===== config.mk =====
export PLATFORM = sky130hd
export DESIGN_NAME = key_debouncer
export DESIGN_NICKNAME = d
export VERILOG_FILES = /design/src/rtl/key_debouncer.sv
export SDC_FILE = /design/constraint.sdc
export NUM_CORES = 1
export LEC_CHECK = 0
export BUFFER_PORTS_ARGS = -buffer_cell sky130_fd_sc_hd__buf_4
export CAP_MARGIN = 40
export CORE_MARGIN = 2
export CORE_UTILIZATION = 45
export DETAILED_ROUTE_END_ITERATION = 10
export SYNTH_ARGS = -nofsm -noshare
export SYNTH_HDL_FRONTEND = slang
export SYNTH_SLANG_ARGS = --single-unit
export TNS_END_PERCENT = 5

===== constraint.sdc =====
create_clock -name CLOCK_50 -period 1.7 [get_ports CLOCK_50]
set_input_delay 0.17 -clock CLOCK_50 [delete_from_list [all_inputs] [get_ports CLOCK_50]]
set_output_delay 0.17 -clock CLOCK_50 [all_outputs]
set_load 0.02 [all_outputs]

===== src/rtl/key_debouncer.sv =====
// key_debouncer: per-key two-flop synchroniser, stability-counter debouncer and
// registered press/release pulse generator for active-low pushbuttons.
// Optional auto-repeat of press pulses while a key is held: define KEY_REPEAT_EN.
module key_debouncer #(
  parameter int unsigned NUM_KEYS        = 4,
  parameter int unsigned DEBOUNCE_CYCLES = 1000000,
  parameter int unsigned REPEAT_DELAY    = 25000000,
  parameter int unsigned REPEAT_RATE     = 5000000
) (
  input  logic                CLOCK_50,
  input  logic                RESET,
  input  logic [NUM_KEYS-1:0] KEY,
  output logic [NUM_KEYS-1:0] key_level,
  output logic [NUM_KEYS-1:0] key_press,
  output logic [NUM_KEYS-1:0] key_release
);

  localparam int unsigned DB_W = $clog2(DEBOUNCE_CYCLES);
  localparam logic [DB_W-1:0] DB_LAST = DB_W'(DEBOUNCE_CYCLES - 1);

`ifdef KEY_REPEAT_EN
  localparam int unsigned RPT_MAX  = (REPEAT_DELAY > REPEAT_RATE) ? REPEAT_DELAY : REPEAT_RATE;
  localparam int unsigned RPT_W    = $clog2(RPT_MAX);
  localparam logic [RPT_W-1:0] RD_LAST = RPT_W'(REPEAT_DELAY - 1);
  localparam logic [RPT_W-1:0] RR_LAST = RPT_W'(REPEAT_RATE - 1);

  typedef enum logic [1:0] {
    IDLE   = 2'd0,
    DELAY  = 2'd1,
    REPEAT = 2'd2
  } rpt_state_e;
`endif

  // Counters below rely on a terminal count of at least 1.
  if (DEBOUNCE_CYCLES < 2 || REPEAT_DELAY < 2 || REPEAT_RATE < 2) begin : g_bad_params
    $error("key_debouncer: DEBOUNCE_CYCLES, REPEAT_DELAY and REPEAT_RATE must be >= 2");
  end

  logic [NUM_KEYS-1:0] sync1_q;
  logic [NUM_KEYS-1:0] sync2_q;
  logic [NUM_KEYS-1:0] pressed_sync;

  // Two-flop synchroniser; resets to the released (high) level.
  always_ff @(posedge CLOCK_50) begin
    if (RESET) begin
      sync1_q <= '1;
      sync2_q <= '1;
    end else begin
      sync1_q <= KEY;
      sync2_q <= sync1_q;
    end
  end

  assign pressed_sync = ~sync2_q;

  for (genvar k = 0; k < NUM_KEYS; k++) begin : g_key
    logic [DB_W-1:0] db_cnt_q;
    logic [DB_W-1:0] db_cnt_d;
    logic            stable_q;
    logic            stable_d;
    logic            accept_c;
    logic            press_edge_c;
    logic            release_edge_c;
    logic            rpt_fire_c;
    logic            press_q;
    logic            release_q;

    // Debounce next state: count consecutive disagreements, accept at terminal count.
    always_comb begin
      db_cnt_d = db_cnt_q;
      stable_d = stable_q;
      accept_c = 1'b0;
      if (pressed_sync[k] == stable_q) begin
        db_cnt_d = '0;
      end else if (db_cnt_q == DB_LAST) begin
        accept_c = 1'b1;
        stable_d = pressed_sync[k];
        db_cnt_d = '0;
      end else begin
        db_cnt_d = db_cnt_q + DB_W'(1);
      end
    end

    assign press_edge_c   = accept_c &  pressed_sync[k];
    assign release_edge_c = accept_c & ~pressed_sync[k];

`ifdef KEY_REPEAT_EN
    rpt_state_e       rpt_state_q;
    logic [RPT_W-1:0] rpt_cnt_q;

    // A release overrides a repeat that falls due on the same cycle.
    assign rpt_fire_c = ~release_edge_c &
                        (((rpt_state_q == DELAY)  && (rpt_cnt_q == RD_LAST)) ||
                         ((rpt_state_q == REPEAT) && (rpt_cnt_q == RR_LAST)));

    // Auto-repeat FSM: initial hold delay, then periodic repeats until release.
    always_ff @(posedge CLOCK_50) begin
      if (RESET) begin
        rpt_state_q <= IDLE;
        rpt_cnt_q   <= '0;
      end else if (release_edge_c) begin
        rpt_state_q <= IDLE;
        rpt_cnt_q   <= '0;
      end else begin
        case (rpt_state_q)
          IDLE: begin
            if (press_edge_c) begin
              rpt_state_q <= DELAY;
              rpt_cnt_q   <= '0;
            end
          end
          DELAY: begin
            if (rpt_cnt_q == RD_LAST) begin
              rpt_state_q <= REPEAT;
              rpt_cnt_q   <= '0;
            end else begin
              rpt_cnt_q <= rpt_cnt_q + RPT_W'(1);
            end
          end
          REPEAT: begin
            if (rpt_cnt_q == RR_LAST) begin
              rpt_cnt_q <= '0;
            end else begin
              rpt_cnt_q <= rpt_cnt_q + RPT_W'(1);
            end
          end
          default: begin
            rpt_state_q <= IDLE;
            rpt_cnt_q   <= '0;
          end
        endcase
      end
    end
`else
    assign rpt_fire_c = 1'b0;
`endif

    // Debounce state and registered one-cycle pulses.
    always_ff @(posedge CLOCK_50) begin
      if (RESET) begin
        db_cnt_q  <= '0;
        stable_q  <= 1'b0;
        press_q   <= 1'b0;
        release_q <= 1'b0;
      end else begin
        db_cnt_q  <= db_cnt_d;
        stable_q  <= stable_d;
        press_q   <= press_edge_c | rpt_fire_c;
        release_q <= release_edge_c;
      end
    end

    assign key_level[k]   = stable_q;
    assign key_press[k]   = press_q;
    assign key_release[k] = release_q;
  end

endmodule


==> flow_metrics.env, run 1 <==
export IMPL_die_w_um=103
export IMPL_fin_skew_ns=0.00834
export IMPL_slew_viol_final=0
export IMPL_worst_pin_slew_ns=0.407
export IMPL_dieArea_sq_mm=0.0106
export IMPL_yosysTopAreaCell="dfxtp_1"
export IMPL_stdcell_count=697
export IMPL_pre_cts_slack_ns=-0.0928
export IMPL_grt_ovfl_total=0
export IMPL_io_pins=18
export IMPL_drc_errors=0
export IMPL_numClockSinks=100
export IMPL_grt_usage_pct=17.1
export IMPL_fin_ws_ns=-0.0248
export IMPL_cts_clk_slew_worst_paths_ns=0.10
export IMPL_antennaDiodeCount=0
export IMPL_cts_buffers=9
export IMPL_cts_tree="built"
export IMPL_core_sq_mm=0.00964
export IMPL_viasPerCell=5.09
export IMPL_rows=36
export IMPL_critPathArrivalTime_ns=1.98
export IMPL_syn_area_sq_mm=0.00442
export IMPL_outcome="finished, violations left"
export IMPL_root_buffer="clkbuf_8"
export IMPL_ys_ff_latch=100
export IMPL_insertion_delay_ns=0.36
export IMPL_whs_ns=0.157
export IMPL_synth_edf_count=0
export IMPL_fin_util_pct=56.9
export IMPL_fp_dieH_um=103
export IMPL_gp_congestion=0.789
export IMPL_grt_pass1_vias=3273
export IMPL_vdd_drop_max_v=0.000533
export IMPL_endpoint_kind="flop"
export IMPL_min_path_type="in2reg"
export IMPL_hpwl_um=6130
export IMPL_cp_required_ns=1.95
export IMPL_max_slew_margin_pct=72.5
export IMPL_worst_setup_path_type="reg2reg"
export IMPL_antenna_left=0
export IMPL_yosys_top_cells_area="dfxtp_1, xnor2_1, nor2_1"
export IMPL_max_freq_mhz=580
export IMPL_drive_gt1_share_pct=28.0
export IMPL_fin_crit_ns=1.72
export IMPL_setup_viol=4
export IMPL_syn_mean_instance_area_sq_um=9.08
export IMPL_rsz0062_at_grt="yes"
export IMPL_placed_cells=676
export IMPL_maxCapViolCount=0
export IMPL_setup_tns_ns=-0.0533
export IMPL_startpoint_type="flop"
export IMPL_synth_cell_types=42
export IMPL_synthDominantCellAreaShare_pct=45.3
export IMPL_portBuffers=17
export IMPL_finalHoldViolCount=0
export IMPL_fin_crit_sh_pct=101
export IMPL_p_leak_nw=1.81
export IMPL_drt_initial_drc_count=55
export IMPL_finalInstanceArea_sq_mm=0.00549
export IMPL_synth_seq_area_share_pct=45.3
export IMPL_grt_max_degree=26
export IMPL_grt_pass1_wl_um=14600
export IMPL_totalWireLength_um=8510
export IMPL_fin_nets=569
export IMPL_postSynthCellCount=487
export IMPL_yosys_warnings=0
export IMPL_grt_antenna_before_repair=0
export IMPL_crit_fanout=4
export IMPL_cts_htree_levels=3
export IMPL_first_pass_iters=4
export IMPL_floorplan_initialDensity_pct=45.9
export IMPL_power_total_mw=4.37
export IMPL_clk_path_buf_depth=2
export IMPL_area_delta_synth_final_pct=24.1
export IMPL_failed_checks="negative setup slack"
export IMPL_synth_ff_type="dfxtp_1"
export IMPL_vias=3549
export IMPL_syn_nets=497
export IMPL_postSynth_asyncResetShare_pct=0
export IMPL_postPlaceCellArea_sq_mm=0.00506
export IMPL_wl_per_cell_um=12.2
export IMPL_p_per_area_mw_per_mm2=797
[power by group]
| group | internal, mW | switching (mW) |
|---|---|---|
| Clock | 1.13 | 0.808 |
| Combinational | 0.0371 | 0.0390 |
| Sequential | 2.35 | 0.00785 |
[layout by cell type, fill, tap and decap left out, types with 5 or more instances in the layout]
| master | count |
|---|---|
| dfxtp_1 | 78 |
| nor2_1 | 77 |
| buf_4 | 75 |
| xnor2_1 | 43 |
| nand3_1 | 25 |
| inv_1 | 22 |
| dfxtp_2 | 22 |
| nor4_1 | 21 |
| nand2_1 | 20 |
| xor2_1 | 18 |
| nor3_1 | 18 |
| nand4_1 | 16 |
| a21oi_1 | 15 |
| o21ai_0 | 11 |
| or2_2 | 9 |
| or3_1 | 9 |
| clkbuf_8 | 9 |
| or4_4 | 7 |
| and4_1 | 5 |
| and3_1 | 5 |
[sequential cells by signal (all words and copies together) (netlist names)]
name             flops
g_key.release_q      4
sync2_q              4
g_key.db_cnt_q      80
g_key.stable_q       4
g_key.press_q        4
sync1_q              4
[area by class of cell]
cell class                      count  area (sq um)
Inverter                           22          82.6
Fill cell                         887          4150
Tap cell                          133           166
Clock buffer                       10           128
Sequential cell                   100          2030
Multi-Input combinational cell    344          2290
Timing Repair Buffer               82           654
Clock inverter                      6           136
[repair_timing]
action / 4_1_cts / 5_1_grt
resized for setup: 13 / 20
endpoints found under the hold margin: 4 / 0
endpoints found under the setup margin: 45 / 86
setup buffers: 0 / 1
hold buffers: 4 / 0
pin swaps: 2 / 6
[per-layer routing]
| metal | track usage, % | up-vias | wire (um) |
|---|---|---|---|
| li1 | - | 1833 | - |
| met1 | 22.2 | 1664 | 4170 |
| met2 | 28.0 | 43 | 4010 |
| met3 | 4.47 | 9 | 262 |
| met4 | 5.16 | 0 | 79 |
| met5 | 0 | - | 0 |
[cell usage after synthesis, types with 4 or more instances]
master,instances
xor2_1,18
and3_1,5
nand2_1,20
nand4_1,16
clkbuf_1,4
nand3_1,25
ha_1,4
nor4_1,25
or4_4,6
buf_4,16
nor2_1,77
and4_1,5
nor3_1,18
xnor2_1,43
inv_1,22
a21oi_1,16
dfxtp_1,100
or2_2,9
o21ai_0,11
or3_1,9
[final timing paths]
| kind | end | slack (ns) | startpoint | cells past startpoint |
|---|---|---|---|---|
| hold / removal | g_key[2].stable_q | 0.16 | RESET | 2 |
| setup / recovery | g_key[1].db_cnt_q[1] | -0.02 | g_key[1].db_cnt_q[1] | 5 |
| setup reg to reg | g_key[1].db_cnt_q[1] | -0.02 | g_key[1].db_cnt_q[1] | 5 |
| hold reg to reg | sync2_q[2] | 0.42 | sync1_q[2] | 1 |
[critical path: stages, from the launching register on]
cell	delay (ns)
dfxtp_2	0.37
ha_4	0.16
nand3_4	0.07
or4_4	0.57
or2_4	0.27
and3_1	0.18
[cell families after synthesis]
group	share of synthesized area, %
buffers and inverters	5.04
DFF	45.3
xor gates and xnor gates	12.1
adders and majority gates	1.13
and+or+nand+nor	30.6
AOI/OAI and AO/OA	5.91
Power figures use the tool's default switching activity.
==> run 2, diff against run 1 <==
- CELL_PAD_IN_SITES_DETAIL_PLACEMENT: unset -> 0
- CELL_PAD_IN_SITES_GLOBAL_PLACEMENT: unset -> 1
- CORE_UTILIZATION: 45 -> 43
- PLACE_DENSITY_LB_ADDON: unset -> 0.1
==> run 2 against run 1 <==
The run still ends with negative setup slack left. First-iteration DRC count increased by 96%. Via count decreased by 1.4%. Sequential power about the same. Flip-flop and latch count unchanged. Fmax increased by 0.93%. Clock power decreased by 13%. Clock skew about the same. Core utilization decreased by 2.5 points. Total power decreased by 5.8%. Combinational power increased by 5.8%. Worst setup slack improved by 0.016 ns. Critical path depth unchanged. Critical endpoint is now g_key[2].stable_q. Largest power group unchanged. Highest routed layer unchanged.
==> flow_metrics.env, run 2 (same netlist as run 1, synthesis figures left out) <==
export IMPL_cp_required_ns=1.99
export IMPL_drt_initial_drc_count=108
export IMPL_hpwl_um=6170
export IMPL_viasPerCell=4.96
export IMPL_grt_ovfl_total=0
export IMPL_critPathArrivalTime_ns=2.00
export IMPL_fin_crit_sh_pct=101
export IMPL_area_delta_synth_final_pct=24.8
export IMPL_grt_antenna_before_repair=0
export IMPL_wl_per_cell_um=12.3
export IMPL_maxCapViolCount=0
export IMPL_seqPwrFrac_pct=57.2
export IMPL_root_buffer="clkbuf_8"
export IMPL_fin_crit_ns=1.71
export IMPL_core_sq_mm=0.0101
export IMPL_antenna_left=0
export IMPL_layout_common_cells="buf_4, dfxtp_1, nor2_1"
export IMPL_vdd_drop_max_v=0.000423
export IMPL_cts_clk_slew_worst_paths_ns=0.10
export IMPL_fin_skew_ns=0.00857
export IMPL_whs_path_depth=2
export IMPL_pre_cts_slack_ns=-0.126
export IMPL_switching_share_pct=20.9
export IMPL_cts_htree_levels=3
export IMPL_rsz0062_at_grt="yes"
export IMPL_first_pass_iters=6
export IMPL_endpoint_kind="flop"
export IMPL_fp_dieH_um=105
export IMPL_outcome="finished, violations left"
export IMPL_slew_viol_final=0
export IMPL_p_clk_share_pct=40.9
export IMPL_max_stage_delay_ns=0.57
export IMPL_cts_tree="built"
export IMPL_io_pins=18
export IMPL_critPathBufInv=0
export IMPL_whs_ns=0.182
export IMPL_clk_path_buf_depth=2
export IMPL_cp_num_cells=5
export IMPL_insertion_delay_ns=0.36
export IMPL_grt_pass1_vias=3400
export IMPL_worst_path_dominant_cell_family="simple AND/OR/NAND/NOR gates"
export IMPL_setup_viol=14
export IMPL_finalHoldViolCount=0
export IMPL_worst_path_max_delay_cell="or4_4"
export IMPL_drive_gt1_share_pct=29.5
export IMPL_crit_chain="ha_4, nand3_4, or4_4, or2_4, a211oi_2"
export IMPL_rows=37
export IMPL_reg2reg_depth=5
export IMPL_failed_checks="negative setup slack"
export IMPL_fin_ws_ns=-0.00890
export IMPL_worst_setup_path_type="reg2reg"
export IMPL_worst_pin_slew_ns=0.351
export IMPL_cts_buffers=9
export IMPL_min_path_type="in2reg"
export IMPL_dieArea_sq_mm=0.0111
export IMPL_startpoint_type="flop"
export IMPL_largest_reg_flops=80
export IMPL_gp_congestion=0.801
export IMPL_drc_errors=0
export IMPL_vias=3500
export IMPL_p_comb_share_pct=2.0
export IMPL_regMostFlops="g_key.db_cnt_q"
export IMPL_floorplan_initialDensity_pct=43.6
export IMPL_grt_max_degree=26
export IMPL_switchingPower_mw=0.863
export IMPL_portBuffers=17
export IMPL_crit_fanout=4
export IMPL_antennaDiodeCount=0
export IMPL_die_w_um=105
export IMPL_numClockSinks=100
export IMPL_max_slew_margin_pct=76.5
export IMPL_grt_pass1_wl_um=15300
export IMPL_p_leak_nw=1.85
export IMPL_fin_nets=575
export IMPL_totalWireLength_um=8660
export IMPL_max_freq_mhz=585
export IMPL_final_common_cell="buf_4"
export IMPL_fillers=948
export IMPL_internal_power_mw=3.26
export IMPL_p_per_area_mw_per_mm2=746
export IMPL_grt_usage_pct=16.8
## run 2: path summary, 6_finish.rpt
| check | startpoint | slack, ns | endpoint |
|---|---|---|---|
| setup / recovery | g_key[2].db_cnt_q[1] | -0.009 | g_key[2].stable_q |
| hold / removal | RESET | 0.18 | g_key[2].stable_q |
| setup reg to reg | g_key[2].db_cnt_q[1] | -0.009 | g_key[2].stable_q |
| hold reg to reg | sync1_q[0] | 0.41 | sync2_q[0] |
## run 2: cell type report
type | count | area [sq um] | area share [%]
multi-input combinational | 344 | 2300 | 41.7
sequential | 100 | 2040 | 36.9
inverter | 22 | 82.6 | 1.50
tap | 136 | 170 | 3.08
clock buffer | 10 | 138 | 2.49
timing repair buffer | 88 | 708 | 12.8
clock inverter | 5 | 85.1 | 1.54
## run 2: what timing repair did
item	CTS	global route
gates cloned	0	1
pin swaps	7	8
gates resized for setup	15	25
setup endpoints to repair	46	64
hold buffers	4	0
endpoints found under the hold margin	4	0
buffers inserted	2	0
## run 2: stage by stage
step           std cells  setup TNS (ns)  instance area [sq um]  utilization, %  total power [mW]
4_1_cts              704         -0.0477                   5420            53.5              4.19
3_3_place_gp         683           -1.93                   5080            50.1              2.48
6_report             705         -0.0580                   5520            54.4              4.12
5_1_grt              705           -1.56                   5520            54.4              4.29
3_5_place_dp         683           -2.35                   5080            50.1              2.48
2_1_floorplan        487           -2.22                   4440               -              2.45
## run 2: per-layer routing
| metal | track usage [%] | part of all wire [%] | up-vias | routed length [um] |
|---|---|---|---|---|
| met5 | 0 | 0 | - | 0 |
| met4 | 4.76 | 1.1 | 0 | 91 |
| met3 | 4.39 | 3.2 | 8 | 274 |
| met2 | 27.3 | 45 | 46 | 3880 |
| met1 | 22.1 | 51 | 1599 | 4410 |
| li1 | - | - | 1847 | - |
## run 2: power groups by stage
stage               registers [mW]  clock network [mW]  logic [mW]
floorplan                     2.41                   0      0.0387
global placement              2.41                   0      0.0672
detailed placement            2.41                   0      0.0676
CTS                           2.36                1.75      0.0773
global route                  2.36                1.84      0.0903
finish                        2.36                1.68      0.0805
